==> src/rtl/fireberd_capture_pkg.sv <==
// Shared constants and helpers for the FIREBERD serial capture/drive pair.
package fireberd_capture_pkg;

    localparam int FIREBERD_WORD_BITS = 4;
    localparam int FIREBERD_FIFO_DEPTH = 8;
    localparam int FIREBERD_FIFO_AW = 3;
    localparam logic [15:0] FIREBERD_CLK_TIMEOUT = 16'd1000;

    typedef logic [FIREBERD_WORD_BITS-1:0] word_t;

    function automatic word_t shiftInBit(input word_t sr, input logic bitIn, input logic msbFirst);
        word_t result;
        if (msbFirst) begin
            result = {sr[FIREBERD_WORD_BITS-2:0], bitIn};
        end else begin
            result = {bitIn, sr[FIREBERD_WORD_BITS-1:1]};
        end
        return result;
    endfunction

endpackage

==> src/rtl/fireberd_capture_fifo.sv <==
// Word FIFO with a registered read port; full writes are dropped, empty reads ignored.
module fireberd_capture_fifo
    import fireberd_capture_pkg::*;
#(
    parameter int DEPTH = FIREBERD_FIFO_DEPTH,
    parameter int AW    = FIREBERD_FIFO_AW
) (
    input  logic        clk,
    input  logic        reset,
    input  logic        wrEn,
    input  word_t       wrData,
    input  logic        rdEn,
    output word_t       rdData,
    output logic        rdValid,
    output logic [AW:0] level,
    output logic        full,
    output logic        empty
);

    localparam logic [AW-1:0] PTR_ONE  = AW'(1);
    localparam logic [AW:0]   LVL_ONE  = (AW+1)'(1);
    localparam logic [AW:0]   LVL_FULL = (AW+1)'(DEPTH);

    word_t         mem_r [DEPTH];
    logic [AW-1:0] wrPtr_r;
    logic [AW-1:0] rdPtr_r;
    logic [AW:0]   level_r;
    word_t         rdData_r;
    logic          rdValid_r;
    logic          doRead_s;
    logic          doWrite_s;

    assign empty   = (level_r == {(AW+1){1'b0}});
    assign full    = (level_r == LVL_FULL);
    assign level   = level_r;
    assign rdData  = rdData_r;
    assign rdValid = rdValid_r;

    // Qualify requests: a full FIFO accepts a write only when a read frees a slot
    always_comb begin
        doRead_s  = 1'b0;
        doWrite_s = 1'b0;
        if (rdEn && !empty) begin
            doRead_s = 1'b1;
        end else begin
            doRead_s = 1'b0;
        end
        if (wrEn && (!full || doRead_s)) begin
            doWrite_s = 1'b1;
        end else begin
            doWrite_s = 1'b0;
        end
    end

    // Storage array
    always_ff @(posedge clk) begin
        if (doWrite_s) begin
            mem_r[wrPtr_r] <= wrData;
        end
    end

    // Pointers, level and registered read port
    always_ff @(posedge clk or posedge reset) begin
        if (reset) begin
            wrPtr_r   <= {AW{1'b0}};
            rdPtr_r   <= {AW{1'b0}};
            level_r   <= {(AW+1){1'b0}};
            rdData_r  <= {FIREBERD_WORD_BITS{1'b0}};
            rdValid_r <= 1'b0;
        end else begin
            rdValid_r <= doRead_s;
            if (doWrite_s) begin
                wrPtr_r <= wrPtr_r + PTR_ONE;
            end
            if (doRead_s) begin
                rdData_r <= mem_r[rdPtr_r];
                rdPtr_r  <= rdPtr_r + PTR_ONE;
            end
            case ({doWrite_s, doRead_s})
                2'b10:   level_r <= level_r + LVL_ONE;
                2'b01:   level_r <= level_r - LVL_ONE;
                default: level_r <= level_r;
            endcase
        end
    end

endmodule

==> src/rtl/fireberd_capture.sv <==
// Receive side of the FIREBERD link: synchronizes the BERT clock/data pair,
// packs bits into words, buffers them and watches for a missing clock.
module fireberd_capture
    import fireberd_capture_pkg::*;
#(
    parameter int SYNC_STAGES = 2,
    parameter int FIFO_DEPTH  = FIREBERD_FIFO_DEPTH,
    parameter int FIFO_AW     = FIREBERD_FIFO_AW
) (
    input  logic             clk,
    input  logic             reset,
    input  logic             ce,
    input  logic             ClkIn,
    input  logic             DataIn,
    input  logic             msbFirst,
    input  logic [15:0]      ClkTimeout,
    input  logic             ReadReq,
    output logic [3:0]       DataOut,
    output logic             ValidOut,
    output logic [FIFO_AW:0] FifoLevel,
    output logic             Overflow,
    output logic             ClkLost
);

    localparam int             CNT_W    = $clog2(FIREBERD_WORD_BITS);
    localparam logic [CNT_W-1:0] LAST_BIT = CNT_W'(FIREBERD_WORD_BITS - 1);
    localparam logic [CNT_W-1:0] CNT_ONE  = CNT_W'(1);

    logic [SYNC_STAGES-1:0] clkSync_r;
    logic [SYNC_STAGES-1:0] dataSync_r;
    logic                   clkPrev_r;
    logic                   edgePending_r;
    logic                   pendingBit_r;
    word_t                  sr_r;
    logic [CNT_W-1:0]       bitCnt_r;
    logic [15:0]            timeoutCnt_r;
    logic                   clkLost_r;
    logic                   overflow_r;

    logic                   riseDet_s;
    logic                   consume_s;
    logic                   wordDone_s;
    logic                   timeoutHit_s;
    logic                   fifoRead_s;
    logic                   fifoFull_s;
    logic                   fifoEmpty_s;
    word_t                  srNext_s;

    assign riseDet_s = clkSync_r[SYNC_STAGES-1] & ~clkPrev_r;
    assign consume_s = edgePending_r & ce;
    assign ClkLost   = clkLost_r;
    assign Overflow  = overflow_r;

    // Synchronizer chains and edge capture run every clk, independent of ce
    always_ff @(posedge clk or posedge reset) begin
        if (reset) begin
            clkSync_r     <= {SYNC_STAGES{1'b0}};
            dataSync_r    <= {SYNC_STAGES{1'b0}};
            clkPrev_r     <= 1'b0;
            edgePending_r <= 1'b0;
            pendingBit_r  <= 1'b0;
        end else begin
            clkSync_r  <= {clkSync_r[SYNC_STAGES-2:0], ClkIn};
            dataSync_r <= {dataSync_r[SYNC_STAGES-2:0], DataIn};
            clkPrev_r  <= clkSync_r[SYNC_STAGES-1];
            if (riseDet_s) begin
                edgePending_r <= 1'b1;
                pendingBit_r  <= dataSync_r[SYNC_STAGES-1];
            end else if (consume_s) begin
                edgePending_r <= 1'b0;
            end
        end
    end

    // Next shift value, word completion, timeout and FIFO read qualification
    always_comb begin
        srNext_s     = shiftInBit(sr_r, pendingBit_r, msbFirst);
        wordDone_s   = 1'b0;
        timeoutHit_s = 1'b0;
        fifoRead_s   = ReadReq & ce & ~fifoEmpty_s;
        if (consume_s && (bitCnt_r == LAST_BIT)) begin
            wordDone_s = 1'b1;
        end else begin
            wordDone_s = 1'b0;
        end
        if (ce && !consume_s && (ClkTimeout != 16'd0) && (timeoutCnt_r >= ClkTimeout - 16'd1)) begin
            timeoutHit_s = 1'b1;
        end else begin
            timeoutHit_s = 1'b0;
        end
    end

    // Bit assembly, clock-loss watchdog and sticky overflow
    always_ff @(posedge clk or posedge reset) begin
        if (reset) begin
            sr_r         <= {FIREBERD_WORD_BITS{1'b0}};
            bitCnt_r     <= {CNT_W{1'b0}};
            timeoutCnt_r <= 16'd0;
            clkLost_r    <= 1'b0;
            overflow_r   <= 1'b0;
        end else if (ce) begin
            if (wordDone_s && fifoFull_s && !fifoRead_s) begin
                overflow_r <= 1'b1;
            end
            if (consume_s) begin
                sr_r         <= srNext_s;
                bitCnt_r     <= wordDone_s ? {CNT_W{1'b0}} : bitCnt_r + CNT_ONE;
                timeoutCnt_r <= 16'd0;
                clkLost_r    <= 1'b0;
            end else if (ClkTimeout == 16'd0) begin
                timeoutCnt_r <= 16'd0;
                clkLost_r    <= 1'b0;
            end else if (timeoutHit_s) begin
                // Partial word is meaningless once the clock has gone away
                timeoutCnt_r <= ClkTimeout;
                clkLost_r    <= 1'b1;
                sr_r         <= {FIREBERD_WORD_BITS{1'b0}};
                bitCnt_r     <= {CNT_W{1'b0}};
            end else begin
                timeoutCnt_r <= timeoutCnt_r + 16'd1;
            end
        end
    end

    fireberd_capture_fifo #(
        .DEPTH (FIFO_DEPTH),
        .AW    (FIFO_AW)
    ) u_fifo (
        .clk     (clk),
        .reset   (reset),
        .wrEn    (wordDone_s),
        .wrData  (srNext_s),
        .rdEn    (fifoRead_s),
        .rdData  (DataOut),
        .rdValid (ValidOut),
        .level   (FifoLevel),
        .full    (fifoFull_s),
        .empty   (fifoEmpty_s)
    );

endmodule
==> config.mk <==
export PLATFORM = sky130hd
export DESIGN_NAME = fireberd_capture
export DESIGN_NICKNAME = d
export VERILOG_FILES = /design/src/rtl/fireberd_capture_pkg.sv /design/src/rtl/fireberd_capture_fifo.sv /design/src/rtl/fireberd_capture.sv
export SDC_FILE = /design/constraint.sdc
export NUM_CORES = 1
export LEC_CHECK = 0
export BUFFER_PORTS_ARGS = -buffer_cell sky130_fd_sc_hd__buf_4
export CORE_MARGIN = 2
export CORE_UTILIZATION = 34
export CTS_CLUSTER_SIZE = 24
export DETAILED_ROUTE_END_ITERATION = 16
export GPL_TIMING_DRIVEN = 0
export SYNTH_ARGS = -nofsm -noshare
export SYNTH_HDL_FRONTEND = slang
export SYNTH_HIERARCHICAL = 1
export SYNTH_SLANG_ARGS = --single-unit
==> constraint.sdc <==
create_clock -name clk -period 3.5 [get_ports clk]
set_clock_uncertainty 0.2 [all_clocks]
set_input_delay 0.175 -clock clk [delete_from_list [all_inputs] [get_ports clk]]
set_output_delay 0.175 -clock clk [all_outputs]
set_load 0.02 [all_outputs]
==> results.md <==
- The final count of negative-setup-slack endpoints is 0.
- The final-report hold violation count is 0.
- The total vias in the final route is 3192.
- The number of buffers created by CTS is 9.
- Once routing completed, OpenROAD measured the worst setup slack at 231 ps.
- The clock root buffer is sky130_fd_sc_hd__clkbuf_16.
- Dividing the detail-routed wire length by the instance count gives 15.0 microns.
- The synthesized flop and latch total is 78.
- Traced cell by cell, the critical path runs through dlygate4sd3_1, buf_4, nor2_1, nand2_1, nor4_2, nand2b_1, xor2_1, ha_1, and4_1, a221oi_2, nand3_2, clkbuf_4, o31ai_1, o2bb2ai_1.
- The worst voltage drop across the vdd grid is 0.255 mV.
- The power density over the cells is 672 nW/um^2.
- The tree built by TritonCTS fans out to 78 sinks.
- The gate count after technology mapping is 398.
- Counting flops with a built-in enable in the synthesized netlist gives 32.
- The initial antenna violation count is 0.
- The overall routing resource usage is 0.143.
- The post-placement cell count is 602.
- The number of warning messages in the yosys log is 6.
- The number of max-slew violations in the final report is 0.
- Entering global routing, the biggest net connects 32 pins.
- The first-pass iteration count of the detailed router is 5.
- The vias per cell is 5.05.
- The first routing iteration left 182 violations.
- The data required time of the worst path is 3550 ps.
- The post-detailed-route count of antenna-violating nets is 0.
- The floorplan die area is 13900 sq um.
- Summed over all cells, the static leakage comes to 2.24 nW.
- The number of nets handed over by synthesis was 446.
- The overflow left after global routing is 0.
- In the final layout, the share of cells above drive strength 1 is 0.180.
- The met2 routed wirelength is 4640 microns.
- Ranked by total cell area, the synthesized netlist is headed by sky130_fd_sc_hd__dfrtp_1 26%, sky130_fd_sc_hd__edfxtp_1 22%, sky130_fd_sc_hd__mux2i_1 7.3%.
- In the synthesized netlist, the cells that appear most often are 46 x sky130_fd_sc_hd__dfrtp_1, 43 x sky130_fd_sc_hd__nand2_1, 32 x sky130_fd_sc_hd__edfxtp_1, 32 x sky130_fd_sc_hd__mux2i_1, 24 x sky130_fd_sc_hd__ha_1.
- The number of diodes is 0.
- The worst setup timing slack at the placement stage is -639 ps.
- The arrival time at the worst endpoint is 3320 ps.
- Registers take 2110 sq um.
- In the detailed route, the total length drawn on met3 is 351 microns.
- The synthesized netlist occupies a cell area of 4410 sq um.
- For this design the top-level I/O count stands at 34.
- The path type of the worst setup path is in -> reg.
- The highest metal layer with signal wires is met4.
- The die is 118 microns wide.
- The area of the multi-input gates is 2200 sq um.
- The highest attainable clock frequency is 306 MHz.
- The number of violations of the max-capacitance limit is 0.
- The core region is 12600 sq um.
- The minimum period implied by the final worst setup slack is 3270 ps.
- The final RePlAce weighted congestion is 0.831.
- The most used flip-flop cell after synthesis is sky130_fd_sc_hd__dfrtp_1.
- Dividing the synthesized area by the synthesized cell count gives 11.1 sq um.
- The clock reaches the later pin of the worst-skew pair after 340 ps.
- Counting flops with an async set or reset pin after synthesis yields a share of 0.590.
- The run finished with clean final reports.
- The worst hold slack after final layout is 3.92 ps.
- After the last flow step, the layout net total stands at 503.
- The most frequent cell after synthesis is sky130_fd_sc_hd__dfrtp_1.
- In this run the core area contains 41 standard-cell rows.
- In this run the vertical extent of the chip is 118 microns.
- The CTS tree is done.
- The tightest slew margin relative to the limit is 0.358.
- The number of I/O port buffers is 32.
- The worst setup path is launched from a primary input.
- The initial core utilization is 0.349.
- The total detailed-routing wirelength is 9510 microns.
- In this run the number of H-tree levels came out at 3.
- The worst setup path is captured at a register.
- The cell with the biggest individual delay on the critical path is sky130_fd_sc_hd__dlygate4sd3_1.
- In this run the deepest clock path goes through 2 buffers.
- The actual slew at the worst max-slew pin is 954 ps.
- For this block, wires on met1 add up to 4390 microns.
- Setup repair after global routing left no endpoint under its margin.
- In the routed design, unresolved DRC markers number 0.
- The class of the most critical hold timing path is in -> reg.
- Dividing the final minimum period by the clock period gives 0.934.
- The overall power consumption is 3.61 mW.
- The clock slew seen by the registers of the worst setup and hold paths is 60 ps.
- The final cell count without fillers is 632.
- The wire-length estimate of the detail-placed layout is 6920 microns.
- The global-route wire length before repair is 15700 microns.
- The number of global-route vias before repair is 3067.
- The area fraction of the dominant cell type after synthesis is 0.261.
- The filler cell count is 1227.
- The share of synthesized area occupied by flip-flops and latches is 0.479.
- In this design, the stage delay of the slowest critical-path cell is 530 ps.
- The largest fanout on the critical path is 10.
- The synthesized netlist contains 55 unique library cells.
- Of all cell types, the one taking the most synthesized area is sky130_fd_sc_hd__dfrtp_1.
- The area growth from synthesis to layout is 22.0%.
-- layout make-up --
| type | instances | area share |
|---|---|---|
| Buffer | 14 | 0.0147 |
| Clock inverter | 6 | 0.0172 |
| Multi-Input combinational cell | 288 | 0.409 |
| Tap cell | 172 | 0.0400 |
| Sequential cell | 78 | 0.393 |
| Timing Repair Buffer | 46 | 0.0707 |
| Clock buffer | 10 | 0.0426 |
| Inverter | 18 | 0.0126 |
-- report_power, final --
group / internal (mW) / switching (mW) / total, mW
Sequential: 1.16 / 0.220 / 1.38
Clock: 0.630 / 0.383 / 1.01
Combinational: 0.579 / 0.634 / 1.21
Total: 2.37 / 1.24 / 3.61
-- worst max-delay path: cells and delay by family --
family | cells | cell delay [ps]
AOI/OAI and AO/OA | 3 | 800
buffers and inverters | 3 | 920
and+or+nand+nor | 6 | 960
xor gates and xnor gates | 1 | 150
adders and majority gates | 1 | 300
-- cell usage in the layout, fill, tap and decap left out, types with 3 or more instances in the layout --
master,synthesis,layout
sky130_fd_sc_hd__dfrtp_1,46,46
sky130_fd_sc_hd__nand2_1,43,43
sky130_fd_sc_hd__buf_4,1,33
sky130_fd_sc_hd__mux2i_1,32,32
sky130_fd_sc_hd__edfxtp_1,32,32
sky130_fd_sc_hd__ha_1,24,24
sky130_fd_sc_hd__nor2_1,22,22
sky130_fd_sc_hd__inv_1,18,17
sky130_fd_sc_hd__o21ai_0,15,15
sky130_fd_sc_hd__xnor2_1,14,14
sky130_fd_sc_hd__dlygate4sd3_1,0,14
sky130_fd_sc_hd__o2bb2ai_1,11,11
sky130_fd_sc_hd__nor3_1,14,10
sky130_fd_sc_hd__nand2b_1,9,9
sky130_fd_sc_hd__clkbuf_16,0,9
sky130_fd_sc_hd__nor2b_1,9,8
sky130_fd_sc_hd__a21oi_1,8,8
sky130_fd_sc_hd__nand3_1,9,8
sky130_fd_sc_hd__clkbuf_1,6,7
sky130_fd_sc_hd__o31ai_1,7,7
sky130_fd_sc_hd__xor2_1,7,7
sky130_fd_sc_hd__nor4_1,6,5
sky130_fd_sc_hd__mux2_2,5,5
sky130_fd_sc_hd__and3_1,5,5
sky130_fd_sc_hd__nand4_1,4,4
sky130_fd_sc_hd__nor3_2,0,4
sky130_fd_sc_hd__and2_1,4,4
sky130_fd_sc_hd__mux4_2,4,4
sky130_fd_sc_hd__buf_2,6,3
sky130_fd_sc_hd__and4_1,3,3
sky130_fd_sc_hd__clkbuf_4,0,3
sky130_fd_sc_hd__o221ai_1,3,3
sky130_fd_sc_hd__o21ai_1,3,3
-- flip-flops by register name, summed over array words and instances, names as in the netlist --
signal and flops:
pendingBit_r 1, u_fifo/rdData 4, clkSync_r 2, ClkLost 1
u_fifo/wrPtr_r 3, sr_r 4, dataSync_r 2, bitCnt_r 2
u_fifo/rdPtr_r 3, edgePending_r 1, u_fifo/level 4, u_fifo/mem_r 32
timeoutCnt_r 16, Overflow 1, u_fifo/rdValid 1, clkPrev_r 1
-- stage by stage --
stage	util	TNS, ps	instance area [sq um]
5_1_grt	0.426	0	5380
3_3_place_gp	0.385	-10910	4860
3_5_place_dp	0.385	-11580	4860
2_1_floorplan	-	0	4410
4_1_cts	0.423	0	5340
6_report	0.426	0	5380
-- final timing paths --
kind	startpoint	endpoint	slack [ps]	depth (start not counted)
max in group asynchronous	reset	timeoutCnt_r[14]	2320	3
worst max register to register	u_fifo/level[1]	u_fifo/level[3]	400	11
worst min register to register	clkSync_r[0]	clkSync_r[1]	150	0
worst min-delay path	ClkTimeout[5]	timeoutCnt_r[5]	4	3
min in group asynchronous	reset	u_fifo/wrPtr_r[0]	280	3
worst max-delay path	ClkTimeout[8]	timeoutCnt_r[5]	230	14
-- metal layers --
| layer | vias up | global-route usage |
|---|---|---|
| met4 | 0 | 0.0482 |
| met1 | 1558 | 0.186 |
| met5 | - | 0 |
| met2 | 54 | 0.232 |
| met3 | 10 | 0.0359 |
| li1 | 1570 | - |
-- what timing repair did --
action,in CTS,in global routing
gates resized for setup,4,8
endpoints found under the hold margin,28,0
pin swaps,0,2
endpoints found under the setup margin,23,23
hold buffers,14,0
buffers inserted,0,0
-- kinds of logic after synthesis --
logic type                 share of synthesized area
xor gates and xnor gates                      0.0417
adders and majority gates                     0.0727
muxes                                          0.109
DFF                                            0.479
and+or+nand+nor                                0.158
AOI/OAI and AO/OA                              0.107
buffers and inverters                         0.0315
No activity file was read; power rests on OpenSTA's default activity.
